$ cat src/rtl/bus_slave_responder.sv
// Slave endpoint of the serial system bus: decodes request frames, stores write
// bursts into a local word memory and serialises read bursts back to the bus.
module bus_slave_responder #(
    parameter int ADDR_LEN     = 12,
    parameter int DATA_LEN     = 8,
    parameter int BURST_LEN    = 12,
    parameter int MEM_ADDR_LEN = 8
) (
    input  logic clk,
    input  logic reset,
    input  logic rx_valid,
    input  logic rx_bit,
    input  logic tx_ready,
    output logic slave_ready,
    output logic tx_valid,
    output logic tx_bit,
    output logic write_done,
    output logic read_done,
    output logic frame_err
);

    localparam int HDR_LEN = ADDR_LEN + BURST_LEN;
    localparam int CNT_MAX = (HDR_LEN > DATA_LEN) ? HDR_LEN : DATA_LEN;
    localparam int CNT_W   = $clog2(CNT_MAX + 1);
    localparam int HW      = MEM_ADDR_LEN + BURST_LEN;
    localparam int DEPTH   = 2 ** MEM_ADDR_LEN;
    localparam logic [CNT_W-1:0] HDR_LAST  = CNT_W'(HDR_LEN - 1);
    localparam logic [CNT_W-1:0] WORD_LAST = CNT_W'(DATA_LEN - 1);

    typedef enum logic [2:0] {
        S_IDLE,
        S_HDR,
        S_WDATA,
        S_DONE_W,
        S_RFETCH,
        S_RSHIFT,
        S_DONE_R
    } state_t;

    state_t                  state_q, state_d;
    logic                    cmd_q, cmd_d;
    logic [CNT_W-1:0]        bit_cnt_q, bit_cnt_d;
    logic [HW-2:0]           hdr_q, hdr_d;
    logic [DATA_LEN-2:0]     word_q, word_d;
    logic [DATA_LEN-1:0]     shreg_q, shreg_d;
    logic [MEM_ADDR_LEN-1:0] idx_q, idx_d;
    logic [BURST_LEN-1:0]    wcnt_q, wcnt_d;
    logic [BURST_LEN-1:0]    nwords_q, nwords_d;

    logic [DATA_LEN-1:0]     mem [DEPTH];
    logic                    mem_we;
    logic [HW-1:0]           hdr_full;
    logic [DATA_LEN-1:0]     word_full;
    logic [BURST_LEN-1:0]    wcnt_inc;
    logic                    last_word;

    // Only the low address bits and the burst field are kept; older header bits fall off the top.
    assign hdr_full  = {hdr_q, rx_bit};
    assign word_full = {word_q, rx_bit};
    assign wcnt_inc  = wcnt_q + BURST_LEN'(1);
    assign last_word = (wcnt_inc == nwords_q);

    always_comb begin
        state_d     = state_q;
        cmd_d       = cmd_q;
        bit_cnt_d   = bit_cnt_q;
        hdr_d       = hdr_q;
        word_d      = word_q;
        shreg_d     = shreg_q;
        idx_d       = idx_q;
        wcnt_d      = wcnt_q;
        nwords_d    = nwords_q;
        mem_we      = 1'b0;
        slave_ready = 1'b0;
        tx_valid    = 1'b0;
        tx_bit      = 1'b0;
        write_done  = 1'b0;
        read_done   = 1'b0;
        frame_err   = 1'b0;

        case (state_q)
            S_IDLE: begin
                slave_ready = 1'b1;
                if (rx_valid) begin
                    cmd_d     = rx_bit;
                    bit_cnt_d = '0;
                    state_d   = S_HDR;
                end
            end
            S_HDR: begin
                if (!rx_valid) begin
                    frame_err = 1'b1;
                    state_d   = S_IDLE;
                end else begin
                    hdr_d     = hdr_full[HW-2:0];
                    bit_cnt_d = bit_cnt_q + CNT_W'(1);
                    if (bit_cnt_q == HDR_LAST) begin
                        idx_d     = hdr_full[HW-1 -: MEM_ADDR_LEN];
                        nwords_d  = (hdr_full[BURST_LEN-1:0] == '0) ? BURST_LEN'(1)
                                                                    : hdr_full[BURST_LEN-1:0];
                        wcnt_d    = '0;
                        bit_cnt_d = '0;
                        state_d   = cmd_q ? S_RFETCH : S_WDATA;
                    end
                end
            end
            S_WDATA: begin
                if (!rx_valid) begin
                    frame_err = 1'b1;
                    state_d   = S_IDLE;
                end else begin
                    word_d    = word_full[DATA_LEN-2:0];
                    bit_cnt_d = bit_cnt_q + CNT_W'(1);
                    if (bit_cnt_q == WORD_LAST) begin
                        mem_we    = 1'b1;
                        idx_d     = idx_q + MEM_ADDR_LEN'(1);
                        wcnt_d    = wcnt_inc;
                        bit_cnt_d = '0;
                        if (last_word) begin
                            state_d = S_DONE_W;
                        end
                    end
                end
            end
            S_DONE_W: begin
                write_done = 1'b1;
                state_d    = S_IDLE;
            end
            S_RFETCH: begin
                shreg_d   = mem[idx_q];
                bit_cnt_d = '0;
                state_d   = S_RSHIFT;
            end
            S_RSHIFT: begin
                tx_valid = 1'b1;
                tx_bit   = shreg_q[DATA_LEN-1];
                if (tx_ready) begin
                    shreg_d   = shreg_q << 1;
                    bit_cnt_d = bit_cnt_q + CNT_W'(1);
                    if (bit_cnt_q == WORD_LAST) begin
                        idx_d     = idx_q + MEM_ADDR_LEN'(1);
                        wcnt_d    = wcnt_inc;
                        bit_cnt_d = '0;
                        state_d   = last_word ? S_DONE_R : S_RFETCH;
                    end
                end
            end
            S_DONE_R: begin
                read_done = 1'b1;
                state_d   = S_IDLE;
            end
            default: state_d = S_IDLE;
        endcase
    end

    always_ff @(posedge clk) begin
        if (reset) begin
            state_q   <= S_IDLE;
            cmd_q     <= 1'b0;
            bit_cnt_q <= '0;
            hdr_q     <= '0;
            word_q    <= '0;
            shreg_q   <= '0;
            idx_q     <= '0;
            wcnt_q    <= '0;
            nwords_q  <= '0;
        end else begin
            state_q   <= state_d;
            cmd_q     <= cmd_d;
            bit_cnt_q <= bit_cnt_d;
            hdr_q     <= hdr_d;
            word_q    <= word_d;
            shreg_q   <= shreg_d;
            idx_q     <= idx_d;
            wcnt_q    <= wcnt_d;
            nwords_q  <= nwords_d;
        end
    end

    // Memory contents survive reset; a write coinciding with reset is dropped.
    always_ff @(posedge clk) begin
        if (mem_we && !reset) begin
            mem[idx_q] <= word_full;
        end
    end

endmodule

$ cat config.mk
export PLATFORM = sky130hd
export DESIGN_NAME = bus_slave_responder
export DESIGN_NICKNAME = d
export VERILOG_FILES = /design/src/rtl/bus_slave_responder.sv
export SDC_FILE = /design/constraint.sdc
export NUM_CORES = 2
export LEC_CHECK = 0
export ABC_AREA = 1
export CELL_PAD_IN_SITES_DETAIL_PLACEMENT = 0
export CELL_PAD_IN_SITES_GLOBAL_PLACEMENT = 1
export CORE_MARGIN = 4
export CORE_UTILIZATION = 52
export CTS_BUF_LIST = sky130_fd_sc_hd__clkbuf_16
export DETAILED_ROUTE_END_ITERATION = 8
export DONT_BUFFER_PORTS = 1
export PLACE_DENSITY_LB_ADDON = 0.25
export SETUP_SLACK_MARGIN = 0.15
export SLEW_MARGIN = 20
export SYNTH_ARGS = -nofsm -noshare
export SYNTH_HDL_FRONTEND = slang
export SYNTH_SLANG_ARGS = --single-unit
$ cat constraint.sdc
create_clock -name clk -period 6.15 [get_ports clk]
set_clock_uncertainty 0.05 [all_clocks]
set_input_delay 0.615 -clock clk [delete_from_list [all_inputs] [get_ports clk]]
set_output_delay 0.615 -clock clk [all_outputs]
set_load 0.02 [all_outputs]
# Word-level counts from Yosys, hierarchy flattened
# Memory sizes are Yosys's and may differ from the RTL's. A register that Yosys moved wholly into a read port is not among the register bits.
# Cells that the tools add are included.
[totals] regBits=75 ramBits=2048 inputBits=5 elab_cells=94 n_memories=1
[classes] add_sub_neg=3 eq_ne=18 muxes=47 n_reduce_logical=16
[mem_list] memory="mem" depth=256 width=8 read_ports=1 rd_clocked_by_memory_dff=1 wr=1 line_no="50" rtl="logic [DATA_LEN-1:0] mem [DEPTH];"
[op_table] operator="$mux W12" n=6
[op_table] operator="$mux W8" n=8
[op_table] operator="$pmux W12 S3" n=1
[op_table] operator="$mux W5" n=6
[op_table] operator="$mux W3" n=9
[op_table] operator="$pmux W5 S5" n=1
[op_table] operator="$pmux W8 S3" n=1
[op_table] operator="$pmux W8 S2" n=1
[op_table] operator="$pmux W3 S5" n=1
[op_table] operator="$add A12 B1 Y12 const B" n=1
[op_table] operator="$eq A12 B12 Y1" n=1
[op_table] operator="$logic_not A12 Y1" n=1
[op_table] operator="$mux W1" n=12
[op_table] operator="$ne A2 B2 Y1 const B" n=6
[op_table] operator="$reduce_and A5 Y1" n=2
[op_table] operator="$eq A3 B3 Y1 const B" n=3
[op_table] operator="$ne A3 B3 Y1 const B" n=3
[op_table] operator="$add A8 B1 Y8 const B" n=1
[op_table] operator="$reduce_and A2 Y1" n=4
[op_table] operator="$eq A3 B2 Y1 const B" n=2
[op_table] operator="$reduce_and A6 Y1" n=1
[op_table] operator="$add A5 B1 Y5 const B" n=1
[op_table] operator="$eq A5 B3 Y1 const B" n=1
[op_table] operator="$eq A5 B5 Y1 const B" n=1
[op_table] operator="other kinds (10)" n=10

# Logic depth before layout (Yosys ltp)
[logic_depth] depth_word=7 mapped_depth=17 ltp_nobuf=16

# Worst setup path before layout
# Ideal clock, no wire load.
[synth_timing] path_type="register to register" startpoint="register word_q[0]" endpoint="memory mem[0][1], data pin" arrival_time_ps=3409 required_ps=5242 path_slack_ps=1833 path_stages_with_launch=1 n_path_buf=0 synth_period_minus_slack_ps=4317 path_cell_list="dfxtp_1"
[synth_rtl] element="start, declared" line_no="44" rtl="logic [DATA_LEN-2:0] word_q, word_d;"
[synth_rtl] element="start signal, assigned" line_no="172" rtl="word_q <= word_d;"
[synth_rtl] element="end, declared" line_no="50"
# Straight into the memory's write port.

# Worst setup path after layout
[layout_timing] startpoint="register state_q[1]" endpoint="memory mem[58][2] (enable)"
[layout_between] elab_chain_cells=5
[layout_lines] element="start, declared" line_no="40" rtl="state_t state_q, state_d;"
[layout_lines] element="start signal, assigned" line_no="168" rtl="state_q <= state_d;"
[layout_lines] element="$eq A3 B2 Y1" line_no="81" rtl="case (state_q)"
[layout_lines] element="$mux W1" line_no="81"
[layout_lines] element="$logic_and A1 B1 Y1" line_no="182" rtl="if (mem_we && !reset) begin"
[layout_lines] element="$mux W1" line_no="182"
[layout_lines] element="$mux W1 (not written as such)" line_no="183" rtl="mem[idx_q] <= word_full;"
# No other way between the ends.

==> flow_metrics.env <==
export IMPL_worst_hold_path_num_cells=1
export IMPL_finalSetupTns_ns=0
export IMPL_synth_compound_area_share_pct=1.13
export IMPL_drtAntennaViolNets=0
export IMPL_yosys_warnings=0
export IMPL_synth_ff_type="edfxtp_1"
export IMPL_seqCellArea_sq_um=63200
export IMPL_r2r_setup_slack_ns=1.89
export IMPL_yosys_top_cells_area="edfxtp_1, nand3_1, nand2_1"
export IMPL_fin_ws_ns=1.89
export IMPL_min_to="mem[189][0]"
export IMPL_fin_area_sq_um=94900
export IMPL_synth_async_reset_ratio_pct=0
export IMPL_drt_wl_total_microns=234000
export IMPL_grt_first_pass_wirelength_microns=348000
export IMPL_syn_nets=7508
export IMPL_crit_required_ns=6.56
export IMPL_grt_max_degree=259
export IMPL_dieWidth_microns=416
export IMPL_fillers=13600
export IMPL_min_from="rx_bit"
export IMPL_slowest_stage="nor2_1"
export IMPL_crit_top_cell="inv_2"
export IMPL_clk_pin_slew_ns=0.06
export IMPL_critical_path_top_delay_family="simple AND/OR/NAND/NOR gates"
export IMPL_r2r_start="state_q[1]"
export IMPL_dieArea_sq_um=173000
export IMPL_areaGrowthSynthToFinish_pct=9.70
export IMPL_cts_tree="done"
export IMPL_min_period_over_period_pct=69.3
export IMPL_critPathBufInv=5
export IMPL_rsz0062_at_grt="false"
export IMPL_ys_ff_latch=2131
export IMPL_yosysUniqueCellTypes=36
export IMPL_worst_pin_slew_ns=1.24
export IMPL_powerDensity_nw_per_um2=379
export IMPL_status="finished clean"
export IMPL_diodes=0
export IMPL_dieHeight_microns=416
export IMPL_yosys_area_share_simple_pct=22.9
export IMPL_synthXorXnorAreaFrac_pct=0.101
export IMPL_netlist_area_sq_um=86500
export IMPL_hold_violations=0
export IMPL_start_kind="register"
export IMPL_wl_met1_microns=98300
export IMPL_boundaryPins=11
export IMPL_cts_resized=0
export IMPL_path_max_fanout=16
export IMPL_track_usage_pct=26.8
export IMPL_synthCells=7496
export IMPL_cts_made_buffers=213
export IMPL_setup_violations=0
export IMPL_max_cap_viol_count=0
export IMPL_synth_top_family_by_area="simple AND/OR/NAND/NOR gates"
export IMPL_first_pass_iters=6
export IMPL_cts_root_buffer="clkbuf_16"
export IMPL_htreeDepth=4
export IMPL_seq_area_frac_synth_pct=73.0
export IMPL_overflow=0
export IMPL_fmax_ghz=0.234
export IMPL_crit_chain="inv_2, nor3_2, inv_2, nor2_2, inv_2, nor3_2, buf_4, inv_2, nor3_4, nand2_1, nor2_1"
export IMPL_initial_core_util_pct=52.4
export IMPL_synth_avg_cell_area_sq_um=11.5
export IMPL_numClockSinks=2131
export IMPL_dr_wl_met3_microns=19600
export IMPL_antenna_found_initial=9
export IMPL_critPathMaxStageDelay_ns=0.81
export IMPL_drc=0
export IMPL_min_period_ns=4.26
export IMPL_hpwl_microns=130000
export IMPL_worst_r2r_cell_count=11
export IMPL_port_buffers=0
export IMPL_endpoint_kind="register"
export IMPL_worstHoldPathType="in -> reg"
export IMPL_post_place_ws_ns=1.99
export IMPL_postPlaceCellArea_sq_um=88200
export IMPL_synth_top_cell_by_area="edfxtp_1"
export IMPL_arrival_ns=4.67
export IMPL_routedWlPerCell_microns=24.3
export IMPL_timing_slew_headroom_pct=17.6
export IMPL_synth_adder_area_share_pct=0.101
export IMPL_num_vias=56700
export IMPL_clock_path_buffers=3
export IMPL_multi_input_area_sq_um=21000
export IMPL_yosysTopAreaCellShare_pct=71.1
export IMPL_vias_per_cell=5.88
export IMPL_row_count=149
export IMPL_drt_iter0_drc=6590
export IMPL_muxShareOfSynthArea_pct=0
export IMPL_core_area_sq_um=165000
export IMPL_route_top_layer_used="met5"
export IMPL_clock_latency_ns=0.84
export IMPL_gp_congestion=0.848
export IMPL_drv_slew=0
export IMPL_layout_nets=7300
export IMPL_drive_gt1_share_pct=5.44
export IMPL_grt_pass1_vias=54200
export IMPL_synth_edf_count=2048
export IMPL_timing_worst_setup_path_type="reg -> reg"
export IMPL_peakVddDrop_mv=0.349
export IMPL_dr_wl_met2_microns=109000
export IMPL_leakage_nw=32.5
export IMPL_r2r_end="mem[58][2]"
## metrics by stage
stage	hold WS [ns]	total power [mW]	cells	utilization [%]
after floorplan	0.391	21.4	7496	-
after global placement	0.398	23.8	9254	53.4
after detailed placement	0.402	23.9	9254	53.4
after CTS	0.0138	36.0	9646	57.4
after global routing	0.0368	37.5	9649	57.5
final	0.0514	35.9	9649	57.5
## synth_stat cells, drive strengths merged, types with 2 or more instances
master and n:
nand4 4, edfxtp 2048, nand3 1994, a21oi 52
nor2 393, o22ai 24, a22oi 9, a211oi 3
xnor2 3, nor4 4, clkbuf 266, dfxtp 83
ha 7, inv 77, buf 237, nor3 15
a31oi 3, o21ai 84, or2 3, xor2 7
nand2 2171, a221oi 2
## worst reg2reg max path, stage by stage, from the launching register on
cell	delay [ns]
dfxtp_1	0.39
inv_2	0.09
nor3_2	0.19
inv_2	0.09
nor2_2	0.34
inv_2	0.17
nor3_2	0.14
buf_4	0.24
inv_2	0.10
nor3_4	0.49
nand2_1	0.77
nor2_1	0.84
## flip-flops by register name (all words and copies together) (netlist names), named ones only
signal     flops
bit_cnt_q      5
cmd_q          1
hdr_q         19
idx_q          8
mem         2048
nwords_q      12
shreg_q        8
state_q        3
wcnt_q        12
word_q         7
## metal layers
metal	global-route usage, %	vias to the layer above
li1	-	26100
met5	0	-
met4	8.64	4
met2	42.2	2480
met3	4.19	376
met1	38.8	27700
## report_power, final
group          internal (mW)  switching (mW)  total (mW)
sequential              15.9           0.273        16.2
clock                   6.89            5.35        12.2
combinational           1.99            5.49        7.48
total                   24.8            11.1        35.9
## what timing repair did
action | 4_1_cts | 5_1_grt
hold buffers | 5 | 0
setup endpoints to repair | 0 | 0
buffers inserted | 0 | 0
hold endpoints to repair | 310 | 0
## cell families after synthesis
group / count (synthesis)
simple gates: 4587
flops: 2131
buf+inv: 581
compound gates: 180
xor+xnor: 10
fa+ha+maj: 7
## layout make-up
type	count	area share [%]
sequential	2131	66.6
multi-input combinational	4784	22.2
clock buffer	217	5.72
tap	2189	2.89
clock inverter	170	1.20
timing repair buffer	80	1.09
inverter	78	0.338
## layout by cell type, fill, tap and decap left out, types with 7 or more instances in the layout
master / instances
ha_1: 7
bufinv_16: 13
o21ai_0: 84
nand3_1: 1988
nand2_1: 2164
a21oi_1: 52
edfxtp_1: 2048
buf_12: 26
o22ai_1: 24
dfxtp_1: 70
dfxtp_4: 11
inv_2: 7
nand2_2: 7
a22oi_1: 9
inv_1: 117
nor2_1: 391
clkinv_1: 58
clkinv_2: 31
xor2_1: 7
clkbuf_16: 217
buf_4: 46
nor3_1: 9
## how the worst max path moves through the flow
stage                     slack, ns  startpoint         end  cells past startpoint
after floorplan                1.83   word_q[0]   mem[0][1]                      0
after global placement         2.10  state_q[1]  mem[58][6]                     11
after detailed placement       1.99  state_q[1]  mem[58][5]                     11
after CTS                      1.97  state_q[1]  mem[58][1]                     11
after global routing           1.69  state_q[1]  mem[58][1]                     11
final                          1.89  state_q[1]  mem[58][2]                     11
(Power assumes the default switching activity.)
